### src/rtl/dcache_mem.sv
`default_nettype none
// ============================================================================
// Module   : dcache_mem
// Purpose  : Nibble-serial memory front end for a data cache. It turns a
//            line-fill (pull) or dirty-line writeback (push) request into
//            the following sequence of phases, one nibble per cycle:
//            CMD -> ADDR -> [DUMMY] -> RDATA/WDATA -> DONE.
// Ports    :
//   clk        in   clock, rising edge
//   reset      in   synchronous active-high reset
//   pull       in   line-fill request
//   push       in   writeback request (takes priority over pull)
//   tag        in   line address, PA-$clog2(LINE_LENGTH) bits
//   dwrite     in   writeback nibble from the cache (qualified by rstrobe_d)
//   dread      out  fill nibble to the cache (qualified by wstrobe_d)
//   wstrobe_d  out  fill strobe
//   rstrobe_d  out  writeback strobe
//   busy       out  transaction in progress
//   done       out  one-cycle completion pulse
//   mem_cs_n   out  memory chip select, active-low
//   mem_out    out  nibble driven to memory
//   mem_oe     out  mem_out drive enable
//   mem_in     in   nibble from memory
//   mem_wait   in   memory stall, honoured in CMD/ADDR only
// Revision : 1.0 - initial release
// ============================================================================
module dcache_mem #(
    parameter int         PA          = 22,
    parameter int         LINE_LENGTH = 4,
    parameter int         DUMMY       = 2,
    parameter logic [3:0] CMD_READ    = 4'hB,
    parameter logic [3:0] CMD_WRITE   = 4'h2
) (
    input  logic                               clk,
    input  logic                               reset,
    input  logic                               pull,
    input  logic                               push,
    input  logic [PA-$clog2(LINE_LENGTH)-1:0]  tag,
    input  logic [3:0]                         dwrite,
    output logic [3:0]                         dread,
    output logic                               wstrobe_d,
    output logic                               rstrobe_d,
    output logic                               busy,
    output logic                               done,
    output logic                               mem_cs_n,
    output logic [3:0]                         mem_out,
    output logic                               mem_oe,
    input  logic [3:0]                         mem_in,
    input  logic                               mem_wait
);

    localparam int c_TAG_W = PA - $clog2(LINE_LENGTH);
    localparam int c_NA    = (c_TAG_W + 3) / 4;
    localparam int c_NIB   = 2 * LINE_LENGTH;

    // Counter spans the longest phase; floor of 2 keeps it at least 1 bit wide.
    localparam int c_MAX_A = (c_NA > c_NIB) ? c_NA : c_NIB;
    localparam int c_MAX_B = (c_MAX_A > DUMMY) ? c_MAX_A : DUMMY;
    localparam int c_MAXL  = (c_MAX_B > 2) ? c_MAX_B : 2;
    localparam int c_CW    = $clog2(c_MAXL);

    localparam logic [c_CW-1:0] c_NA_LAST    = c_CW'(c_NA - 1);
    localparam logic [c_CW-1:0] c_NIB_LAST   = c_CW'(c_NIB - 1);
    localparam logic [c_CW-1:0] c_DUMMY_LAST = c_CW'((DUMMY > 0) ? DUMMY - 1 : 0);

    localparam logic [2:0] S_IDLE  = 3'd0;
    localparam logic [2:0] S_CMD   = 3'd1;
    localparam logic [2:0] S_ADDR  = 3'd2;
    localparam logic [2:0] S_DUMMY = 3'd3;
    localparam logic [2:0] S_RDATA = 3'd4;
    localparam logic [2:0] S_WDATA = 3'd5;
    localparam logic [2:0] S_DONE  = 3'd6;

    logic [2:0]           r_state;
    logic [2:0]           w_state_nx;
    logic [c_CW-1:0]      r_cnt;
    logic                 w_adv;
    logic [c_TAG_W-1:0]   r_tag;
    logic                 r_write;
    logic [4*c_NA-1:0]    w_tag_ext;
    logic [c_CW+1:0]      w_shift;
    logic [3:0]           w_addr_nib;

    // ------------------------------------------------------------------------
    // State register, phase counter and request latch
    // ------------------------------------------------------------------------
    always_ff @(posedge clk) begin
        if (reset) begin
            r_state <= S_IDLE;
            r_cnt   <= '0;
            r_tag   <= '0;
            r_write <= 1'b0;
        end else begin
            r_state <= w_state_nx;
            // Counter restarts on every phase change, so it never wraps.
            if (w_state_nx != r_state) begin
                r_cnt <= '0;
            end else if (w_adv) begin
                r_cnt <= r_cnt + 1'b1;
            end
            if ((r_state == S_IDLE) && (push || pull)) begin
                r_tag   <= tag;
                r_write <= push;
            end
        end
    end

    // ------------------------------------------------------------------------
    // Next-state logic
    // ------------------------------------------------------------------------
    always_comb begin
        w_state_nx = r_state;
        w_adv      = 1'b0;
        unique case (r_state)
            S_IDLE: begin
                if (push || pull) begin
                    w_state_nx = S_CMD;
                end
            end
            S_CMD: begin
                if (!mem_wait) begin
                    w_state_nx = S_ADDR;
                end
            end
            S_ADDR: begin
                w_adv = !mem_wait;
                if (!mem_wait && (r_cnt == c_NA_LAST)) begin
                    if (r_write) begin
                        w_state_nx = S_WDATA;
                    end else if (DUMMY == 0) begin
                        w_state_nx = S_RDATA;
                    end else begin
                        w_state_nx = S_DUMMY;
                    end
                end
            end
            S_DUMMY: begin
                w_adv = 1'b1;
                if (r_cnt == c_DUMMY_LAST) begin
                    w_state_nx = S_RDATA;
                end
            end
            S_RDATA: begin
                w_adv = 1'b1;
                if (r_cnt == c_NIB_LAST) begin
                    w_state_nx = S_DONE;
                end
            end
            S_WDATA: begin
                w_adv = 1'b1;
                if (r_cnt == c_NIB_LAST) begin
                    w_state_nx = S_DONE;
                end
            end
            S_DONE: begin
                w_state_nx = S_IDLE;
            end
            default: begin
                w_state_nx = S_IDLE;
            end
        endcase
    end

    // Address nibble: zero-extended latched tag, MSB nibble first.
    always_comb begin
        w_tag_ext              = '0;
        w_tag_ext[c_TAG_W-1:0] = r_tag;
        w_shift                = {(c_NA_LAST - r_cnt), 2'b00};
        w_addr_nib             = 4'(w_tag_ext >> w_shift);
    end

    // ------------------------------------------------------------------------
    // Output logic
    // ------------------------------------------------------------------------
    always_comb begin
        mem_cs_n  = 1'b1;
        mem_oe    = 1'b0;
        mem_out   = 4'h0;
        dread     = 4'h0;
        wstrobe_d = 1'b0;
        rstrobe_d = 1'b0;
        busy      = (r_state != S_IDLE);
        done      = 1'b0;
        unique case (r_state)
            S_CMD: begin
                mem_cs_n = 1'b0;
                mem_oe   = 1'b1;
                mem_out  = r_write ? CMD_WRITE : CMD_READ;
            end
            S_ADDR: begin
                mem_cs_n = 1'b0;
                mem_oe   = 1'b1;
                mem_out  = w_addr_nib;
            end
            S_DUMMY: begin
                mem_cs_n = 1'b0;
            end
            S_RDATA: begin
                mem_cs_n  = 1'b0;
                dread     = mem_in;
                wstrobe_d = 1'b1;
            end
            S_WDATA: begin
                // Pass-through so the cache can advance dwrite every cycle.
                mem_cs_n  = 1'b0;
                mem_oe    = 1'b1;
                mem_out   = dwrite;
                rstrobe_d = 1'b1;
            end
            S_DONE: begin
                done = 1'b1;
            end
            default: begin
            end
        endcase
    end

endmodule
`default_nettype wire

### config.mk
export PLATFORM = sky130hd
export DESIGN_NAME = dcache_mem
export DESIGN_NICKNAME = d
export VERILOG_FILES = /design/src/rtl/dcache_mem.sv
export SDC_FILE = /design/constraint.sdc
export NUM_CORES = 1
export LEC_CHECK = 0
export BUFFER_PORTS_ARGS = -buffer_cell sky130_fd_sc_hd__buf_2
export CAP_MARGIN = 20
export CORE_ASPECT_RATIO = 1.2
export CORE_UTILIZATION = 30
export CTS_CLUSTER_SIZE = 30
export DETAILED_ROUTE_END_ITERATION = 10
export GPL_TIMING_DRIVEN = 0
export MAX_ROUTING_LAYER = met4
export REMOVE_ABC_BUFFERS = 1
export SETUP_SLACK_MARGIN = 0.3
export SLEW_MARGIN = 20
export SYNTH_ARGS = -nofsm -noshare
export SYNTH_HDL_FRONTEND = slang
export SYNTH_SLANG_ARGS = --single-unit
### constraint.sdc
create_clock -name clk -period 5 [get_ports clk]
set_clock_uncertainty 0.2 [all_clocks]
set_input_delay 0.5 -clock clk [delete_from_list [all_inputs] [get_ports clk]]
set_output_delay 0.5 -clock clk [all_outputs]
set_load 0.03 [all_outputs]
* Yosys cells after proc, flatten, opt, wreduce, memory -nomap -nowiden
Index checks and enable logic that the tools add are counted.
** Word-level totals
- Output and inout bits :: 14
- Bits in registers :: 27
- Input port bits :: 33
- Logic and storage cells :: 44
** Cells by class
- Shift operators :: 1
- Multiplexer cells :: 16
- $add $sub $neg :: 2
- Eq/ne operators :: 10
- Reduce and logical (&&, ||, !) cells :: 11
** Operators by type and width (number)
- >> shifter 20 x 5 -> 4 bit :: 1
- two-way mux 3 bit :: 6
- == test 3 bit (second input constant) :: 5
- one-hot mux 3 bit (5 select lines) :: 1
- one-hot mux 4 bit (3 select lines) :: 1
- two-way mux 4 bit :: 2
- == test 3 x 1 -> 1 bit (second input constant) :: 2
- == test 3 x 2 -> 1 bit (second input constant) :: 2
- OR reduction 3 bit :: 2
- two-way mux 1 bit :: 5
- OR reduction 5 bit :: 1
- OR reduction 2 bit :: 2
- adder 3 x 1 -> 3 bit (second input constant) :: 1
- logical NOT 3 bit :: 1
- inequality test 3 bit :: 1
- nonzero test 3 bit :: 1
- subtractor 3 bit (first input constant) :: 1
- logical AND 1 bit :: 2
- one-hot mux 1 bit (2 select lines) :: 1
- logical NOT 1 bit :: 1
- logical OR 1 bit :: 1

* Logic depth before layout (Yosys ltp)
Gate-level depths: netlist (run 1).
- Word-level depth :: 6
- Depth in mapped cells :: 8
- Mapped depth without buffers :: 7

* Worst setup path after synthesis (run 1)
OpenSTA, ideal clock, no wires.
- Path type :: register to output
- From :: register r_cnt[0]
- To :: output mem_out[2]
- Buffers on the path :: 1
- Cell stages (with the launch flop) :: 8
- Slack :: 2.102 ns
- Data required time :: 4.300 ns
- Arrival time :: 2.198 ns
- Cells stage by stage :: dfxtp_1 buf_2 inv_1 ha_1 ha_1 mux2i_1 o22a_1 o31ai_1
** On the way
- Longest elaborated chain between the ends :: 3
** RTL lines
- start: declaration :: RTL line 76 : logic [c_CW-1:0] r_cnt;
- start signal: assignment :: RTL line 99 : r_cnt <= r_cnt + 1'b1;
- subtractor 3 bit :: RTL line 168 : w_shift = {(c_NA_LAST - r_cnt), 2'b00};
- >> shifter 20 x 5 -> 4 bit :: RTL line 169 : w_addr_nib = 4'(w_tag_ext >> w_shift);
- one-hot mux 4 bit (3 select lines) :: RTL line 184 : unique case (r_state)
- end: declaration :: RTL line 46 : output logic [3:0] mem_out,
Every way passes these cells.

* Final worst setup path (run 1)
- From :: register r_cnt[0]
- To :: output mem_out[0]
The elaborated chain is that of the path after synthesis.

==> out/results.ini, run 1 <==
[sta]
period_share_pct=68.72
setup_ws_ns=1.564
rsz0062_at_grt=no
post-route-min-period_ns=3.436
tns_ns=0
setup_viol=0
maxSlewViolCount=0
clock.fmax_mhz=291.0
tightest_slew_ns=0.6556
relSlewSlack_pct=56.29
hold_viol_final=0

[clock_tree]
post_cts_buffers=0
postCtsHoldBufs=0
insertion_delay_ns=0.27
clock_sinks=27
cts_tree=yes
cts_root_buf=clkbuf_8
htreeDepth=1
cts.clk_slew.worst_paths_ns=0.08
cts_inserted_buffers=3
cts_resized=0
cts_max_path_buffers=2

[yosys]
synth_cell_type_count=35
synth.yosys.seq_area_share_pct=37.34
ys_ff_latch=27
postSynthCellCount=178
avgSynthCellArea_um2=8.133
yosys_warnings=0
netlist_area_um2=1448

[power]
peakVddDrop_mv=0.1765
p_leak_nw=0.7755
power_density_nw_per_um2=279.3
power_mw=0.4889

[setup_path]
r2r_slack_ns=2.73
reg2reg_to=r_cnt[0]$_SDFFE_PP0P_
end_kind=output port
cp-start-kind=register
critPathKind=register to output port
crit_fanout=11
r2r-start=r_cnt[0]$_SDFFE_PP0P_
r2r_cells=7
worstPathRequired_ns=4.30
crit_arrival_ns=2.74

[route]
viasPerCell=4.782
drt_iter0_markers=34
wl_per_cell_um=11.83
vias=1315
ant_nets=0
post-route-drc-count=0
routed_wirelength_mm=3.252
drt_pre_antenna_iters=4

[global_route]
grt_max_degree=26
gr-usage-met3_pct=2.180
grt_pass1_vias=1205
antenna_found_initial=0
grt-busiest-layer=met2
use_met1_pct=16.38
grt_usage_pct=13.48
grt-ovfl-total=0
grt_pass1_wl_mm=5.354
met2_usage_pct=22.27

[outcome]
status=complete, no violations

[worst_hold_path]
hold_path.class=register to register
min_from=r_tag[15]$_SDFFE_PP0P_
hold-path-cell-count=2
hold_end=r_tag[15]$_SDFFE_PP0P_

[cells_and_area]
fillers=492
synthToLayoutAreaGrowth_pct=20.92
instances_no_fill=275
nets=256
final_cell_mix=nand2_1 (46), buf_2 (46), dfxtp_1 (27)
diodes=0
drive_gt1_share_pct=26.73
final_area_um2=1750

[place]
portBuffers=46
dp_slack_ns=1.837
dp_cells=271
hpwl_mm=2.431
routabilityCongestion=0.7729
dpl_cell_area_um2=1705

[die]
initial_utilization_pct=31.28
coreArea_um2=4628
io-pin-count=47
die_area_um2=5109
num_rows=27
die_y_um=78.10
die_w_um=65.42

[job]
max-cap-violations=0

[final cells by class]
type                            count  area (um2)  share of cell area (%)
Multi-Input combinational cell    132       824.5                   47.11
Tap cell                           58       72.57                   4.146
Inverter                            7       26.28                   1.501
Timing Repair Buffer               47       241.5                   13.80
Clock buffer                        4       45.04                   2.573
Sequential cell                    27       540.5                   30.88
[routing by layer]
layer	wire (um)	part of all wire [%]
met3	140	4.3
met2	1606	49
met5	0	0
met4	51	1.6
met1	1454	45
[worst max-delay path by stage]
stage,startpoint,end,depth (start not counted)
after detailed placement,r_cnt[0]$_SDFFE_PP0P_,mem_out[0],5
final,r_cnt[0]$_SDFFE_PP0P_,mem_out[0],5
after global routing,r_cnt[0]$_SDFFE_PP0P_,mem_out[0],5
after global placement,r_cnt[0]$_SDFFE_PP0P_,mem_out[0],5
after CTS,r_cnt[0]$_SDFFE_PP0P_,mem_out[0],5
after floorplan,r_cnt[0]$_SDFFE_PP0P_,mem_out[2],6
[flip-flops by register name (all words and copies together), names as in the netlist]
name	cells
r_state	3
r_tag	20
r_write	1
r_cnt	3
[report_power, final]
| group | leakage [nW] | total [mW] | internal [mW] | switching [mW] |
|---|---|---|---|---|
| Sequential | 0.222 | 0.247 | 0.233 | 0.0142 |
| Clock | 0.0228 | 0.119 | 0.0570 | 0.0623 |
| Combinational | 0.531 | 0.122 | 0.0496 | 0.0728 |
[synthesized netlist by cell type]
cell type | n | area [um2]
nor3_2 | 1 | 10.01
nand3b_1 | 1 | 7.510
a21oi_1 | 26 | 130.1
o2111ai_1 | 1 | 8.760
mux2_2 | 1 | 11.26
nor3b_1 | 3 | 22.52
a22oi_1 | 2 | 15.01
a221o_1 | 3 | 30.03
ha_1 | 5 | 62.56
dfxtp_1 | 27 | 540.5
nand2_1 | 46 | 172.7
a31oi_1 | 1 | 6.260
nor2b_1 | 2 | 12.51
nor4bb_1 | 2 | 20.02
nand2b_1 | 2 | 12.51
nor4b_4 | 1 | 23.77
nor2_1 | 8 | 30.03
or3b_4 | 1 | 11.26
a32oi_1 | 1 | 8.760
a2bb2oi_1 | 2 | 17.52
o22a_1 | 1 | 8.760
o21a_1 | 2 | 15.01
o22ai_1 | 1 | 6.260
nor3_1 | 3 | 15.01
and2_1 | 4 | 25.02
o21ai_1 | 2 | 10.01
buf_2 | 6 | 30.03
xnor2_1 | 1 | 8.760
buf_6 | 1 | 11.26
and3_1 | 1 | 6.260
clkbuf_1 | 5 | 18.77
inv_1 | 7 | 26.28
mux4_2 | 3 | 67.56
o31ai_1 | 2 | 15.01
mux2i_1 | 3 | 30.03
[logic make-up after synthesis]
| family | synth area share (%) |
|---|---|
| and+or+nand+nor | 25.50 |
| AOI/OAI and AO/OA | 18.76 |
| DFF | 37.34 |
| buffers and inverters | 5.964 |
| muxes | 7.519 |
| adders and majority gates | 4.322 |
| xor gates and xnor gates | 0.6051 |
[per-stage QoR]
step | hold WS (ns) | util (%)
CTS | 0.2505 | 37.82
global route | 0.2660 | 37.82
global placement | 0.2417 | 36.52
floorplan | 0.2268 | -
finish | 0.2546 | 37.82
detailed placement | 0.2450 | 36.85
[worst max-delay path, stage by stage (launching register included)]
cell     delay, ns
dfxtp_1       0.72
inv_1         0.10
ha_1          0.54
mux4_2        0.56
a221o_1       0.37
buf_2         0.18
Note: power is estimated with default switching activity, not from simulation.
==> run 2, diff against run 1 <==
--- a/config.mk
+++ b/config.mk
@@ -5,6 +5,7 @@
 export SDC_FILE = /design/constraint.sdc
 export NUM_CORES = 1
 export LEC_CHECK = 0
+export ABC_AREA = 1
 export BUFFER_PORTS_ARGS = -buffer_cell sky130_fd_sc_hd__buf_2
 export CAP_MARGIN = 20
 export CORE_ASPECT_RATIO = 1.2
==> constraint.sdc (replaced) <==
create_clock -name clk -period 3.2 [get_ports clk]
set_clock_uncertainty 0.2 [all_clocks]
set_input_delay 0.32 -clock clk [delete_from_list [all_inputs] [get_ports clk]]
set_output_delay 0.32 -clock clk [all_outputs]
set_load 0.03 [all_outputs]
==> run 2 against run 1 <==
Global-route usage up 0.72 points. Clock power up 67%. Largest cell class unchanged. Non-clock buffer count down 1. Synthesized cell count up 28%. Setup slack worse by 1.0 ns. Largest power group unchanged. Worst hold slack worse by 0.18 ns. Highest routed layer unchanged. Combinational power up 85%. First-iteration DRC count up 85%. Power up 68%. Register-to-register slack worse by 1.6 ns. Cell count up 19%. Routed wire length up 1.8%.
==> out/results.ini, run 2 <==
[outcome]
status=complete, no violations

[route]
post-route-drc-count=0
routed_wirelength_mm=3.310
drt_pre_antenna_iters=4
drt_iter0_markers=63
ant_nets=0
wl_per_cell_um=10.15
vias=1475
viasPerCell=4.525

[worst_hold_path]
hold_end=r_state[0]$_SDFF_PP0_
min_from=reset
hold-path-cell-count=2
hold_path.class=input port to register

[die]
num_rows=27
die_w_um=66.07
initial_utilization_pct=31.70
io-pin-count=47
coreArea_um2=4662
die_area_um2=5211
die_y_um=78.88

[global_route]
gr-usage-met3_pct=1.293
met2_usage_pct=24.08
grt_usage_pct=14.20
grt_pass1_vias=1349
grt_max_degree=44
use_met1_pct=17.78
grt-ovfl-total=0
grt_pass1_wl_mm=5.733
antenna_found_initial=0
grt-busiest-layer=met2

[sta]
tns_ns=0
post-route-min-period_ns=2.644
relSlewSlack_pct=53.00
setup_ws_ns=0.5565
maxSlewViolCount=0
period_share_pct=82.61
tightest_slew_ns=0.7041
hold_slack_ns=0.07750
setup_viol=0
hold_viol_final=0
clock.fmax_mhz=378.3
rsz0062_at_grt=no

[cells_and_area]
top_register=r_tag
nets=307
final_core_util_pct=38.59
largest_reg_flops=20
fillers=531
diodes=0
final_cell_mix=buf_2 (46), inv_1 (40), o21ai_0 (36)
reg_top3=r_tag x20, r_cnt x3, r_state x3
synthToLayoutAreaGrowth_pct=21.76
drive_gt1_share_pct=22.39
final_area_um2=1799
instances_no_fill=326
layout_commonest_cell=buf_2

[setup_path]
reg2reg_to=r_tag[18]$_SDFFE_PP0P_
r2r_slack_ns=1.10
critPathKind=register to output port
crit_fanout=14
end_kind=output port
crit_arrival_ns=2.12
r2r_cells=4
path_cells=clkinv_2, ha_2, o21ai_0, o21ai_0, nand2_1, o21ai_0, nand2_1, nand2_1, buf_2
worstPathRequired_ns=2.68
crit_slowest_cell=ha_2
cpPeakStageDelay_ns=0.45
worst-path-buf-inv=2
cp-start-kind=register
r2r-start=r_state[0]$_SDFF_PP0_
cp_top_family=adder cells

[place]
portBuffers=46
dp_cells=322
dp_slack_ns=0.3016
dpl_cell_area_um2=1743
routabilityCongestion=0.8819
hpwl_mm=2.467

[clock_tree]
cts_max_path_buffers=2
cts_tree=yes
cts.clk_slew.worst_paths_ns=0.09
insertion_delay_ns=0.28
postCtsHoldBufs=0
htreeDepth=1
cts_root_buf=clkbuf_8
cts_inserted_buffers=3
clock_sinks=27

[yosys]
synth.top_cells.by_area=dfxtp_1 (37%), o21ai_0 (12%), inv_1 (10%)
yosysMostFrequentCell=inv_1
yosys_warnings=0
synth-async-reset-ratio_pct=0
postSynthCellCount=227
synth_top_area_share_pct=36.58
synth_edf_count=0
synth_cell_type_count=21
synth_common_cells=inv_1 (40), o21ai_0 (36), nand2_1 (31), a21oi_1 (28), dfxtp_1 (27)
yosys.area.top_type=dfxtp_1
ys_ff_latch=27
synth.yosys.seq_area_share_pct=36.58
ys.flop_type=dfxtp_1
netlist_area_um2=1478
avgSynthCellArea_um2=6.510

[power]
power_mw=0.8231
p_leak_nw=0.8717
power_density_nw_per_um2=457.5
peakVddDrop_mv=0.1763

[job]
max-cap-violations=0

run 2: how the worst max path moves through the flow:
stage | from | endpoint | slack [ns] | cells past startpoint
6_report | r_cnt[0]$_SDFFE_PP0P_ | mem_out[1] | 0.56 | 9
5_1_grt | r_cnt[0]$_SDFFE_PP0P_ | mem_out[3] | 0.32 | 9
2_1_floorplan | r_cnt[0]$_SDFFE_PP0P_ | mem_out[2] | 0.85 | 6
3_3_place_gp | r_cnt[0]$_SDFFE_PP0P_ | mem_out[1] | 0.33 | 9
3_5_place_dp | r_cnt[0]$_SDFFE_PP0P_ | mem_out[2] | 0.30 | 7
4_1_cts | r_cnt[0]$_SDFFE_PP0P_ | mem_out[2] | 0.35 | 7
run 2: cell families (layout without fill, tap and decap cells):
family | Yosys count | count (layout) | share of synthesized area, %
AO/OA/AOI/OAI | 71 | 71 | 24.98
XOR/XNOR | 1 | 1 | 0.5928
adder cells (fa/ha/maj) | 5 | 5 | 4.234
buffers and inverters | 52 | 93 | 13.46
flip-flops | 27 | 27 | 36.58
AND/OR/NAND/NOR | 71 | 71 | 20.15
run 2: layout make-up:
type	count	area [um2]	share of cell area (%)
sequential	27	544.3	30.25
tap	58	72.57	4.033
clock inverter	1	7.507	0.4172
inverter	43	162.7	9.040
timing repair buffer	46	230.2	12.80
multi-input combinational	148	740.7	41.17
clock buffer	3	41.29	2.295
run 2: power breakdown:
part / leakage (nW) / internal [mW] / switching [mW]
clock network: 0.0217 / 0.0885 / 0.110
registers: 0.224 / 0.377 / 0.0220
logic: 0.626 / 0.0773 / 0.149
total: 0.872 / 0.542 / 0.281
run 2: metal layers:
metal,wire [um],vias to the layer above
li1,-,806
met1,1625,609
met2,1484,57
met3,175,3
met4,25,0
met5,0,-
run 2: worst register-to-register path, stage by stage, from the launching register on:
cell and delay, ns:
dfxtp_1 0.38, nor2_2 0.25, nand3_2 0.60, o21ai_0 0.49
a21oi_1 0.07
run 2: what timing repair did:
item / 4_1_cts / 5_1_grt
setup endpoints to repair: 4 / 4
buffers inserted: 0 / 0
pin swaps: 0 / 0
cloned: 0 / 0
gates resized for setup: 2 / 2
==> run 3, diff against run 2 <==
==> constraint.sdc (replaced) <==
create_clock -name clk -period 2.38 [get_ports clk]
set_clock_uncertainty 0.2 [all_clocks]
set_input_delay 0.238 -clock clk [delete_from_list [all_inputs] [get_ports clk]]
set_output_delay 0.238 -clock clk [all_outputs]
set_load 0.03 [all_outputs]
==> run 3 against run 2 <==
Highest routed layer unchanged. Critical endpoint is now mem_out[0]. Critical path depth rose by 2. Global-route usage rose by 0.88 points. Combinational power rose by 54%. Cell count rose by 1.8%. First-iteration DRC count fell by 19%. Die area did not move. Sequential share of layout area fell by 2.4 points.
==> out/results.ini, run 3 (synthesis results as in run 2) <==
[power]
peakVddDrop_mv=0.2395
p_leak_nw=0.9350
power_mw=1.157
power_density_nw_per_um2=589.5

[die]
die_area_um2=5211
die_y_um=78.88
io-pin-count=47
num_rows=27
die_w_um=66.07
coreArea_um2=4662
initial_utilization_pct=31.70

[route]
ant_nets=0
drt_iter0_markers=51
drt_pre_antenna_iters=4
viasPerCell=4.627
routed_wirelength_mm=3.551
vias=1536
post-route-drc-count=0
wl_per_cell_um=10.70

[cells_and_area]
layout_commonest_cell=buf_2
final_area_um2=1963
top_register=r_tag
drive_gt1_share_pct=28.83
largest_reg_flops=20
instances_no_fill=332
nets=313
diodes=0
reg_top3=r_tag x20, r_cnt x3, r_state x3
synthToLayoutAreaGrowth_pct=32.85
final_cell_mix=buf_2 (42), inv_1 (37), nand2_1 (30)

[global_route]
grt_max_degree=44
grt_pass1_wl_mm=6.078
grt_pass1_vias=1433
grt-ovfl-total=0
grt_usage_pct=15.08
antenna_found_initial=0

[sta]
maxSlewViolCount=0
period_share_pct=93.02
relSlewSlack_pct=67.40
tightest_slew_ns=0.4885
rsz0062_at_grt=yes
setup_viol=0
post-route-min-period_ns=2.214
hold_viol_final=0
clock.fmax_mhz=451.7

[setup_path]
worstPathRequired_ns=1.94
critPathKind=register to output port
r2r-start=r_cnt[0]$_SDFFE_PP0P_
crit_arrival_ns=1.78
end_kind=output port
reg2reg_to=r_cnt[1]$_SDFFE_PP0P_
cp-start-kind=register
r2r_cells=11
r2r_slack_ns=0.49
crit_fanout=5

[worst_hold_path]
hold_end=r_tag[10]$_SDFFE_PP0P_
hold-path-cell-count=3
hold_path.class=input port to register
min_from=tag[10]

[clock_tree]
cts_root_buf=clkbuf_8
cts_inserted_buffers=3
cts_tree=yes
cts.clk_slew.worst_paths_ns=0.09
cts_max_path_buffers=2
htreeDepth=1
insertion_delay_ns=0.28
clock_sinks=27

[job]
max-cap-violations=0

[place]
dp_cells=322
dpl_cell_area_um2=1743
hpwl_mm=2.467
portBuffers=46
routabilityCongestion=0.8819

[outcome]
status=complete, no violations

## run 3: cell types whose count changed in the layout (fill, tap and decap cells not counted), sizes merged
cell / delta
buf: +5
dlygate4sd3: +1
## run 3: routing by layer
| metal | track usage (%) | routed length [um] | share of wire [%] | vias up |
|---|---|---|---|---|
| li1 | - | - | - | 819 |
| met1 | 18.22 | 1700 | 48 | 657 |
| met2 | 25.61 | 1613 | 45 | 53 |
| met3 | 1.437 | 166 | 4.7 | 7 |
| met4 | 5.745 | 72 | 2.0 | 0 |
| met5 | - | 0 | 0 | - |
## run 3: how the worst max path moves through the flow
stage / startpoint / to / slack (ns) / cells after the start
after floorplan: r_cnt[0]$_SDFFE_PP0P_ / mem_out[2] / 0.11 / 6
after global placement: r_cnt[0]$_SDFFE_PP0P_ / mem_out[1] / -0.41 / 9
after detailed placement: r_cnt[0]$_SDFFE_PP0P_ / mem_out[2] / -0.44 / 7
after CTS: r_cnt[0]$_SDFFE_PP0P_ / mem_out[3] / 0.18 / 11
after global routing: r_cnt[0]$_SDFFE_PP0P_ / mem_out[0] / 0.05 / 11
final: r_cnt[0]$_SDFFE_PP0P_ / mem_out[0] / 0.17 / 11
## run 3: worst max-delay path, stage by stage (launching register included)
cell	delay, ns
dfxtp_4	0.40
clkinv_8	0.06
ha_4	0.23
buf_6	0.13
a21oi_2	0.09
o21ai_1	0.07
o21ai_1	0.08
nand2_1	0.08
o21ai_1	0.09
nand2_1	0.07
nand2_1	0.07
buf_6	0.13
## run 3: timing repair
action,CTS,global route
endpoints found under the hold margin,2,0
hold buffers,1,0
setup buffers,5,0
endpoints found under the setup margin,13,9
pin swaps,8,1
gates resized for setup,42,5
## run 3: stage by stage
stage          hold WS [ns]  util, %  setup slack [ns]  TNS (ns)
5_1_grt             0.04310    42.11           0.05222         0
4_1_cts             0.02295    41.79            0.1839         0
2_1_floorplan        0.1071        -            0.1101         0
3_3_place_gp         0.2329    37.39           -0.4071    -1.603
6_report            0.02877    42.11            0.1662         0
3_5_place_dp         0.2358    37.39           -0.4364    -1.798
## run 3: cell type report
type	count	area, um2
fill	517	2699
multi-input combinational	148	810.8
sequential	27	546.8
timing repair buffer	52	310.3
inverter	43	173.9
tap	58	72.57
clock buffer	3	41.29
clock inverter	1	7.507
## run 3: power by group
group | switching (mW) | total [mW] | internal (mW) | leakage, nW
Clock | 0.154 | 0.273 | 0.119 | 0.0217
Sequential | 0.0300 | 0.536 | 0.506 | 0.225
Combinational | 0.217 | 0.348 | 0.131 | 0.688
Total | 0.401 | 1.16 | 0.757 | 0.935
